### src/rtl/ntt_coef_loader_if.sv
// Coefficient stream, bank write ports and NTT start/done handshake of the loader.
// The loader connects through the slave modport; upstream and NTT control use master.
interface ntt_coef_loader_if #(
    parameter int DATA_W = 16,
    parameter int ADDR_W = 7
);
    logic              load_req;
    logic              s_valid;
    logic              s_ready;
    logic [DATA_W-1:0] s_data;
    logic              ram0_en;
    logic              ram0_we;
    logic [ADDR_W-1:0] ram0_addr;
    logic [DATA_W-1:0] ram0_din;
    logic              ram1_en;
    logic              ram1_we;
    logic [ADDR_W-1:0] ram1_addr;
    logic [DATA_W-1:0] ram1_din;
    logic              ntt_start;
    logic              ntt_done;
    logic              busy;
    logic              done;
    logic              range_err;

    modport master (
        output load_req, s_valid, s_data, ntt_done,
        input  s_ready, ram0_en, ram0_we, ram0_addr, ram0_din,
               ram1_en, ram1_we, ram1_addr, ram1_din,
               ntt_start, busy, done, range_err
    );

    modport slave (
        input  load_req, s_valid, s_data, ntt_done,
        output s_ready, ram0_en, ram0_we, ram0_addr, ram0_din,
               ram1_en, ram1_we, ram1_addr, ram1_din,
               ntt_start, busy, done, range_err
    );
endinterface

### src/rtl/ntt_coef_loader.sv
// NTT input stage: reduces N streamed coefficients once mod Q, splits them into the
// x/y ping-pong banks, then starts the NTT and waits for its completion pulse.
//
// state | meaning
// IDLE  | waiting for load_req
// LOAD  | accepting coefficients, s_ready high
// DRAIN | last registered bank write retires
// START | ntt_start pulse
// WAIT  | waiting for ntt_done
module ntt_coef_loader #(
    parameter int DATA_W = 16,
    parameter int N      = 256,
    parameter int ADDR_W = 7,
    parameter int Q      = 3329
) (
    input  logic              clk,
    input  logic              rst_n,
    ntt_coef_loader_if.slave  bus
);
    localparam int CNT_W = $clog2(N);

    localparam logic [2:0] S_IDLE  = 3'd0;
    localparam logic [2:0] S_LOAD  = 3'd1;
    localparam logic [2:0] S_DRAIN = 3'd2;
    localparam logic [2:0] S_START = 3'd3;
    localparam logic [2:0] S_WAIT  = 3'd4;

    localparam logic [DATA_W:0]  Q_EXT     = (DATA_W+1)'(Q);
    localparam logic [DATA_W:0]  TWO_Q_EXT = (DATA_W+1)'(2*Q);
    localparam logic [CNT_W-1:0] CNT_LAST  = CNT_W'(N-1);

    logic [2:0]        state;
    logic [CNT_W-1:0]  cnt;
    logic              done_q;
    logic              range_err_q;
    logic              hs;
    logic              hi_bank;
    logic [DATA_W:0]   data_ext;
    logic [DATA_W-1:0] data_red;

    assign bus.s_ready   = (state == S_LOAD);
    assign bus.ntt_start = (state == S_START);
    assign bus.busy      = (state != S_IDLE);
    assign bus.done      = done_q;
    assign bus.range_err = range_err_q;

    assign hs       = bus.s_valid & bus.s_ready;
    assign hi_bank  = cnt[CNT_W-1];
    assign data_ext = {1'b0, bus.s_data};
    // Extra bit keeps the compare/subtract wrap-free; the result always fits DATA_W.
    assign data_red = DATA_W'((data_ext >= Q_EXT) ? data_ext - Q_EXT : data_ext);

    always_ff @(posedge clk or negedge rst_n) begin
        if (!rst_n) begin
            state       <= S_IDLE;
            cnt         <= '0;
            done_q      <= 1'b0;
            range_err_q <= 1'b0;
            bus.ram0_en   <= 1'b0;
            bus.ram0_we   <= 1'b0;
            bus.ram0_addr <= '0;
            bus.ram0_din  <= '0;
            bus.ram1_en   <= 1'b0;
            bus.ram1_we   <= 1'b0;
            bus.ram1_addr <= '0;
            bus.ram1_din  <= '0;
        end else begin
            done_q      <= 1'b0;
            bus.ram0_en <= 1'b0;
            bus.ram0_we <= 1'b0;
            bus.ram1_en <= 1'b0;
            bus.ram1_we <= 1'b0;

            case (state)
                S_IDLE: begin
                    // done_q marks the cycle right after WAIT; a load_req there is too early.
                    if (bus.load_req && !done_q) begin
                        state       <= S_LOAD;
                        cnt         <= '0;
                        range_err_q <= 1'b0;
                    end
                end
                S_LOAD: begin
                    if (hs) begin
                        cnt <= cnt + 1'b1;
                        if (cnt == CNT_LAST) state <= S_DRAIN;
                    end
                end
                S_DRAIN: state <= S_START;
                S_START: state <= S_WAIT;
                S_WAIT: begin
                    if (bus.ntt_done) begin
                        state  <= S_IDLE;
                        done_q <= 1'b1;
                    end
                end
                default: state <= S_IDLE;
            endcase

            if (hs) begin
                if (data_ext >= TWO_Q_EXT) range_err_q <= 1'b1;
                // Upper half feeds the y operand so stage 0 pairs k with k+N/2.
                if (hi_bank) begin
                    bus.ram1_en   <= 1'b1;
                    bus.ram1_we   <= 1'b1;
                    bus.ram1_addr <= cnt[ADDR_W-1:0];
                    bus.ram1_din  <= data_red;
                end else begin
                    bus.ram0_en   <= 1'b1;
                    bus.ram0_we   <= 1'b1;
                    bus.ram0_addr <= cnt[ADDR_W-1:0];
                    bus.ram0_din  <= data_red;
                end
            end
        end
    end
endmodule

### src/flat_wrapper.sv
// flat-port wrapper written by rule: the top's interface ports become plain ports
module ntt_coef_loader_flat 
#(
    parameter int DATA_W = 16,
    parameter int N      = 256,
    parameter int ADDR_W = 7,
    parameter int Q      = 3329
)
  (clk, rst_n, bus_load_req, bus_s_valid, bus_s_data, bus_ntt_done, bus_s_ready, bus_ram0_en, bus_ram0_we, bus_ram0_addr, bus_ram0_din, bus_ram1_en, bus_ram1_we, bus_ram1_addr, bus_ram1_din, bus_ntt_start, bus_busy, bus_done, bus_range_err);
  ntt_coef_loader_if #(.DATA_W(DATA_W), .ADDR_W(ADDR_W)) bus_i ();
  input  logic clk;
  input  logic rst_n;
  input wire logic [$bits(bus_i.load_req)-1:0] bus_load_req;
  input wire logic [$bits(bus_i.s_valid)-1:0] bus_s_valid;
  input wire logic [$bits(bus_i.s_data)-1:0] bus_s_data;
  input wire logic [$bits(bus_i.ntt_done)-1:0] bus_ntt_done;
  output wire logic [$bits(bus_i.s_ready)-1:0] bus_s_ready;
  output wire logic [$bits(bus_i.ram0_en)-1:0] bus_ram0_en;
  output wire logic [$bits(bus_i.ram0_we)-1:0] bus_ram0_we;
  output wire logic [$bits(bus_i.ram0_addr)-1:0] bus_ram0_addr;
  output wire logic [$bits(bus_i.ram0_din)-1:0] bus_ram0_din;
  output wire logic [$bits(bus_i.ram1_en)-1:0] bus_ram1_en;
  output wire logic [$bits(bus_i.ram1_we)-1:0] bus_ram1_we;
  output wire logic [$bits(bus_i.ram1_addr)-1:0] bus_ram1_addr;
  output wire logic [$bits(bus_i.ram1_din)-1:0] bus_ram1_din;
  output wire logic [$bits(bus_i.ntt_start)-1:0] bus_ntt_start;
  output wire logic [$bits(bus_i.busy)-1:0] bus_busy;
  output wire logic [$bits(bus_i.done)-1:0] bus_done;
  output wire logic [$bits(bus_i.range_err)-1:0] bus_range_err;
  assign bus_i.load_req = bus_load_req;
  assign bus_i.s_valid = bus_s_valid;
  assign bus_i.s_data = bus_s_data;
  assign bus_i.ntt_done = bus_ntt_done;
  assign bus_s_ready = bus_i.s_ready;
  assign bus_ram0_en = bus_i.ram0_en;
  assign bus_ram0_we = bus_i.ram0_we;
  assign bus_ram0_addr = bus_i.ram0_addr;
  assign bus_ram0_din = bus_i.ram0_din;
  assign bus_ram1_en = bus_i.ram1_en;
  assign bus_ram1_we = bus_i.ram1_we;
  assign bus_ram1_addr = bus_i.ram1_addr;
  assign bus_ram1_din = bus_i.ram1_din;
  assign bus_ntt_start = bus_i.ntt_start;
  assign bus_busy = bus_i.busy;
  assign bus_done = bus_i.done;
  assign bus_range_err = bus_i.range_err;
  ntt_coef_loader #(.DATA_W(DATA_W), .N(N), .ADDR_W(ADDR_W), .Q(Q)) u_core (.clk(clk), .rst_n(rst_n), .bus(bus_i));
endmodule
### config.mk
export PLATFORM = sky130hd
export DESIGN_NAME = ntt_coef_loader_flat
export DESIGN_NICKNAME = d
export VERILOG_FILES = /design/src/rtl/ntt_coef_loader_if.sv /design/src/rtl/ntt_coef_loader.sv /design/src/flat_wrapper.sv
export SDC_FILE = /design/constraint.sdc
export NUM_CORES = 1
export LEC_CHECK = 0
export CORE_MARGIN = 10
export CORE_UTILIZATION = 44
export DETAILED_ROUTE_END_ITERATION = 10
export PLACE_DENSITY = 0.73
export REMOVE_ABC_BUFFERS = 1
export SYNTH_ARGS = -nofsm -noshare
export SYNTH_HDL_FRONTEND = slang
export SYNTH_SLANG_ARGS = --single-unit
### constraint.sdc
create_clock -name clk -period 2.1 [get_ports clk]
set_clock_uncertainty 0.15 [all_clocks]
set_input_delay 0.42 -clock clk [delete_from_list [all_inputs] [get_ports clk]]
set_output_delay 0.42 -clock clk [all_outputs]
set_load 0.05 [all_outputs]
==> Flow_metrics.wiki, run 1 <==
{| class="wikitable"
! Metric !! Value
|-
| I/O pin total || 76
|-
| Worst Setup Slack, final || 35.3 ps
|-
| Count of buffer and inverter cells on the critical path || 2
|-
| Cell type with the largest total area after synthesis || sky130_fd_sc_hd__dfrtp_1
|-
| Achievable clock frequency || 484 MHz
|-
| Number of remaining DRC errors || 0
|-
| Classification of the worst setup path || input port to register
|-
| Hold/Removal Path Class || register to register
|-
| Fraction of synthesized cell area taken by the top area cell type || 0.520
|-
| Largest stage delay on the critical path || 450 ps
|-
| Drt wl/cell || 16.6 um
|-
| Number of routed nets with antenna violations || 0
|-
| Cell types with the largest area share after synthesis || sky130_fd_sc_hd__dfrtp_1, sky130_fd_sc_hd__mux2_2, sky130_fd_sc_hd__xor2_1
|-
| CP Cell Sequence || clkdlybuf4s50_1 > or4_4 > or2_4 > buf_4 > o21ai_2 > xnor2_2 > a21oi_1
|-
| Reg clk slew, reported paths || 70 ps
|-
| Share of the cycle needed by the critical path after routing || 0.983
|-
| DRT Wirelength || 8100 um
|-
| Fillers || 478
|-
| Via count of the first global-routing pass || 2591
|-
| Count of synthesis-stage warnings from yosys || 0
|-
| Net count, final || 432
|-
| Final setup violating endpoints || 0
|-
| Required time of the worst setup path || 2160 ps
|-
| Die Span Y || 102 um
|-
| Arr. time, crit path || 2130 ps
|-
| Clock Latency Late Sink || 330 ps
|-
| Result of the run || completed
|-
| Remaining global-route overflow || 0
|-
| Width of the die || 102 um
|-
| Cell leakage power || 2.20 nW
|-
| End-of-flow core utilization || 0.702
|-
| Post-Syn Area || 0.00294 sq mm
|-
| Total clock buffers created by CTS || 9
|-
| H-tree levels || 3
|-
| Cell with the largest stage delay on the worst path || sky130_fd_sc_hd__or4_4
|-
| Vias per cell || 5.28
|-
| Clk Tree Root Cell || sky130_fd_sc_hd__clkbuf_8
|-
| Final hold viol count || 0
|-
| Initial core utilization || 0.457
|-
| Number of inserted diodes || 0
|-
| Worst slack at placement || -580 ps
|-
| Share of layout cells above drive strength 1 || 0.355
|-
| Total track usage || 0.157
|-
| Maximum buffer depth of the clock tree || 2
|-
| Maximum resistive drop on vdd || 0.409 mV
|-
| Worst Tran Pin Value || 529 ps
|-
| Final max-slew violation count || 0
|-
| Syn-to-layout area delta || 53.5%
|-
| Time the worst path needs with I/O delays and setup || 2060 ps
|-
| Largest net degree at the start of global routing || 62
|-
| Reported max-cap violation count || 0
|-
| Critical Path Sink Type || register
|-
| Register bit count reported by yosys || 61
|-
| Initial antenna violation count || 0
|-
| Overall die area || 0.0103 sq mm
|-
| TritonCTS clock tree || done
|-
| Largest driver fanout on the critical path || 5
|-
| Mean area per synthesized cell || 10.4 sq um
|-
| Category of cells accounting for the largest share of critical-path delay || simple AND/OR/NAND/NOR gates
|-
| Startpoint class of the critical path || input port
|-
| First-pass iteration count of the detailed router || 4
|-
| Power density over the cells || 774 mW/mm^2
|-
| Row cnt || 29
|-
| # clock sinks || 61
|-
| RePlAce Congestion || 0.865
|-
| Dpl hpwl || 5930 um
|-
| Unique cell type count in the Yosys netlist || 50
|-
| Core Box Area || 0.00642 sq mm
|-
| Slew headroom || 0.647
|-
| Number of port buffers || 75
|-
| Vias after detailed routing || 2575
|-
| First-pass GRT wire length || 13000 um
|-
| Post-Synthesis Cells || 282
|-
| Seq/Total Area, Yosys || 0.520
|-
| DR iter-0 viols || 89
|}
==> stage by stage <==
| step | instances | setup TNS (ps) | power, W | instance area (sq um) | hold slack [ps] |
|---|---|---|---|---|---|
| after detailed placement | 468 | -16480 | 0.00241 | 4080 | 310 |
| final | 488 | 0 | 0.00349 | 4510 | 328 |
| after global placement | 468 | -14900 | 0.00238 | 4080 | 297 |
| after global routing | 488 | -123 | 0.00366 | 4510 | 349 |
| after floorplan | 267 | -23310 | 0.00199 | 2850 | -25.6 |
| after CTS | 487 | 0 | 0.00351 | 4390 | 338 |
==> power by group <==
group	internal, W	leakage (nW)	switching, W	total [W]
logic	0.000366	1.32	0.000597	0.000963
clock network	0.000639	0.108	0.000448	0.00109
registers	0.00132	0.773	0.000125	0.00144
==> worst register-to-register path: cells and delay by family (launching register included) <==
family	cells	cell delay (ps)
AND/OR/NAND/NOR	3	530
buffers and inverters	2	400
flip-flops	1	380
multiplexers	1	350
==> cell usage after synthesis, drive strengths merged <==
cell type and count:
dfrtp 61, nor2 30, o21ai 25, nand2 23
a21oi 19, mux2 14, xor2 14, buf 11
inv 8, nand4 6, xnor2 6, a31oi 5
and3 5, clkbuf 4, ha 4, nand2b 4
or3 4, a21o 3, nand3 3, nor3 3
nor4 3, o211ai 3, or4 3, a2111oi 2
a211oi 2, o21bai 2, or3b 2, a211o 1
a221oi 1, and2 1, and3b 1, and4b 1
mux2i 1, nand4b 1, nor3b 1, o2111ai 1
o221ai 1, o22ai 1, o41ai 1, or2 1
==> state kept, by name, indices dropped and copies added (netlist names), 3 cells and up <==
name	count
u_core.bus.ram1_addr	7
u_core.bus.ram1_din	16
u_core.bus.ram0_addr	7
u_core.state	3
u_core.bus.ram0_din	16
u_core.cnt	8
==> repair_timing <==
| item | CTS | global route |
|---|---|---|
| setup endpoints to repair | 31 | 40 |
| hold buffers | 1 | 0 |
| gates resized for setup | 34 | 25 |
| cloned | 1 | 0 |
| endpoints found under the hold margin | 61 | 0 |
| setup buffers | 2 | 1 |
| pin swaps | 12 | 9 |
==> kinds of logic after synthesis <==
group	after synthesis	synth area share
AOI/OAI and AO/OA	67	0.143
DFF	61	0.520
and+or+nand+nor	92	0.165
xor gates and xnor gates	20	0.0597
buffers and inverters	23	0.0383
muxes	15	0.0571
adders and majority gates	4	0.0170
==> layout by cell type, fill, tap and decap left out, types with 10 or more instances in the layout <==
cell type / Yosys / layout
sky130_fd_sc_hd__a21oi_1: 19 / 17
sky130_fd_sc_hd__buf_4: 2 / 73
sky130_fd_sc_hd__clkbuf_8: 0 / 12
sky130_fd_sc_hd__clkdlybuf4s50_1: 0 / 21
sky130_fd_sc_hd__dfrtp_1: 61 / 61
sky130_fd_sc_hd__dlygate4sd2_1: 0 / 11
sky130_fd_sc_hd__dlymetal6s2s_1: 0 / 12
sky130_fd_sc_hd__mux2_2: 14 / 13
sky130_fd_sc_hd__nand2_1: 23 / 23
sky130_fd_sc_hd__nor2_1: 29 / 28
sky130_fd_sc_hd__o21ai_0: 15 / 13
sky130_fd_sc_hd__o21ai_1: 9 / 10
sky130_fd_sc_hd__xor2_1: 14 / 14
==> final timing paths <==
| check | end | from | slack [ps] | cells past startpoint |
|---|---|---|---|---|
| min | u_core.bus.ram1_din[9] | u_core.bus.ram1_din[9] | 330 | 2 |
| max reg2reg | u_core.bus.ram1_addr[0] | u_core.state[0] | 180 | 6 |
| max in group asynchronous | u_core.bus.ram1_din[10] | rst_n | 1040 | 3 |
| min in group asynchronous | u_core.bus.ram1_din[7] | rst_n | 490 | 3 |
| min reg2reg | u_core.bus.ram1_din[9] | u_core.bus.ram1_din[9] | 330 | 2 |
| max | u_core.bus.ram0_din[8] | bus_s_data[13] | 40 | 7 |
==> per-layer routing <==
| metal | GRT usage | routed length, um | vias to the layer above |
|---|---|---|---|
| met4 | 0.0594 | 103 | 0 |
| met1 | 0.201 | 3480 | 1258 |
| met3 | 0.0374 | 513 | 8 |
| met5 | 0 | 0 | - |
| met2 | 0.251 | 4010 | 62 |
| li1 | - | - | 1247 |
==> layout make-up <==
class	instances	area, sq um	area share
multi-input cells	199	1460	0.325
clock buffers	12	165	0.0366
inverters	8	30.0	0.00666
repair buffers	128	1180	0.262
well taps	77	96.3	0.0214
clock inverters	3	43.8	0.00971
flip-flops and latches	61	1530	0.339
(Power assumes the default switching activity.)
==> run 2, diff against run 1 <==
Settings changed: CTS_CLUSTER_SIZE set to 14.
==> results of run 2 <==
The final DEF is identical to that of run 1; final timing and power are the same.
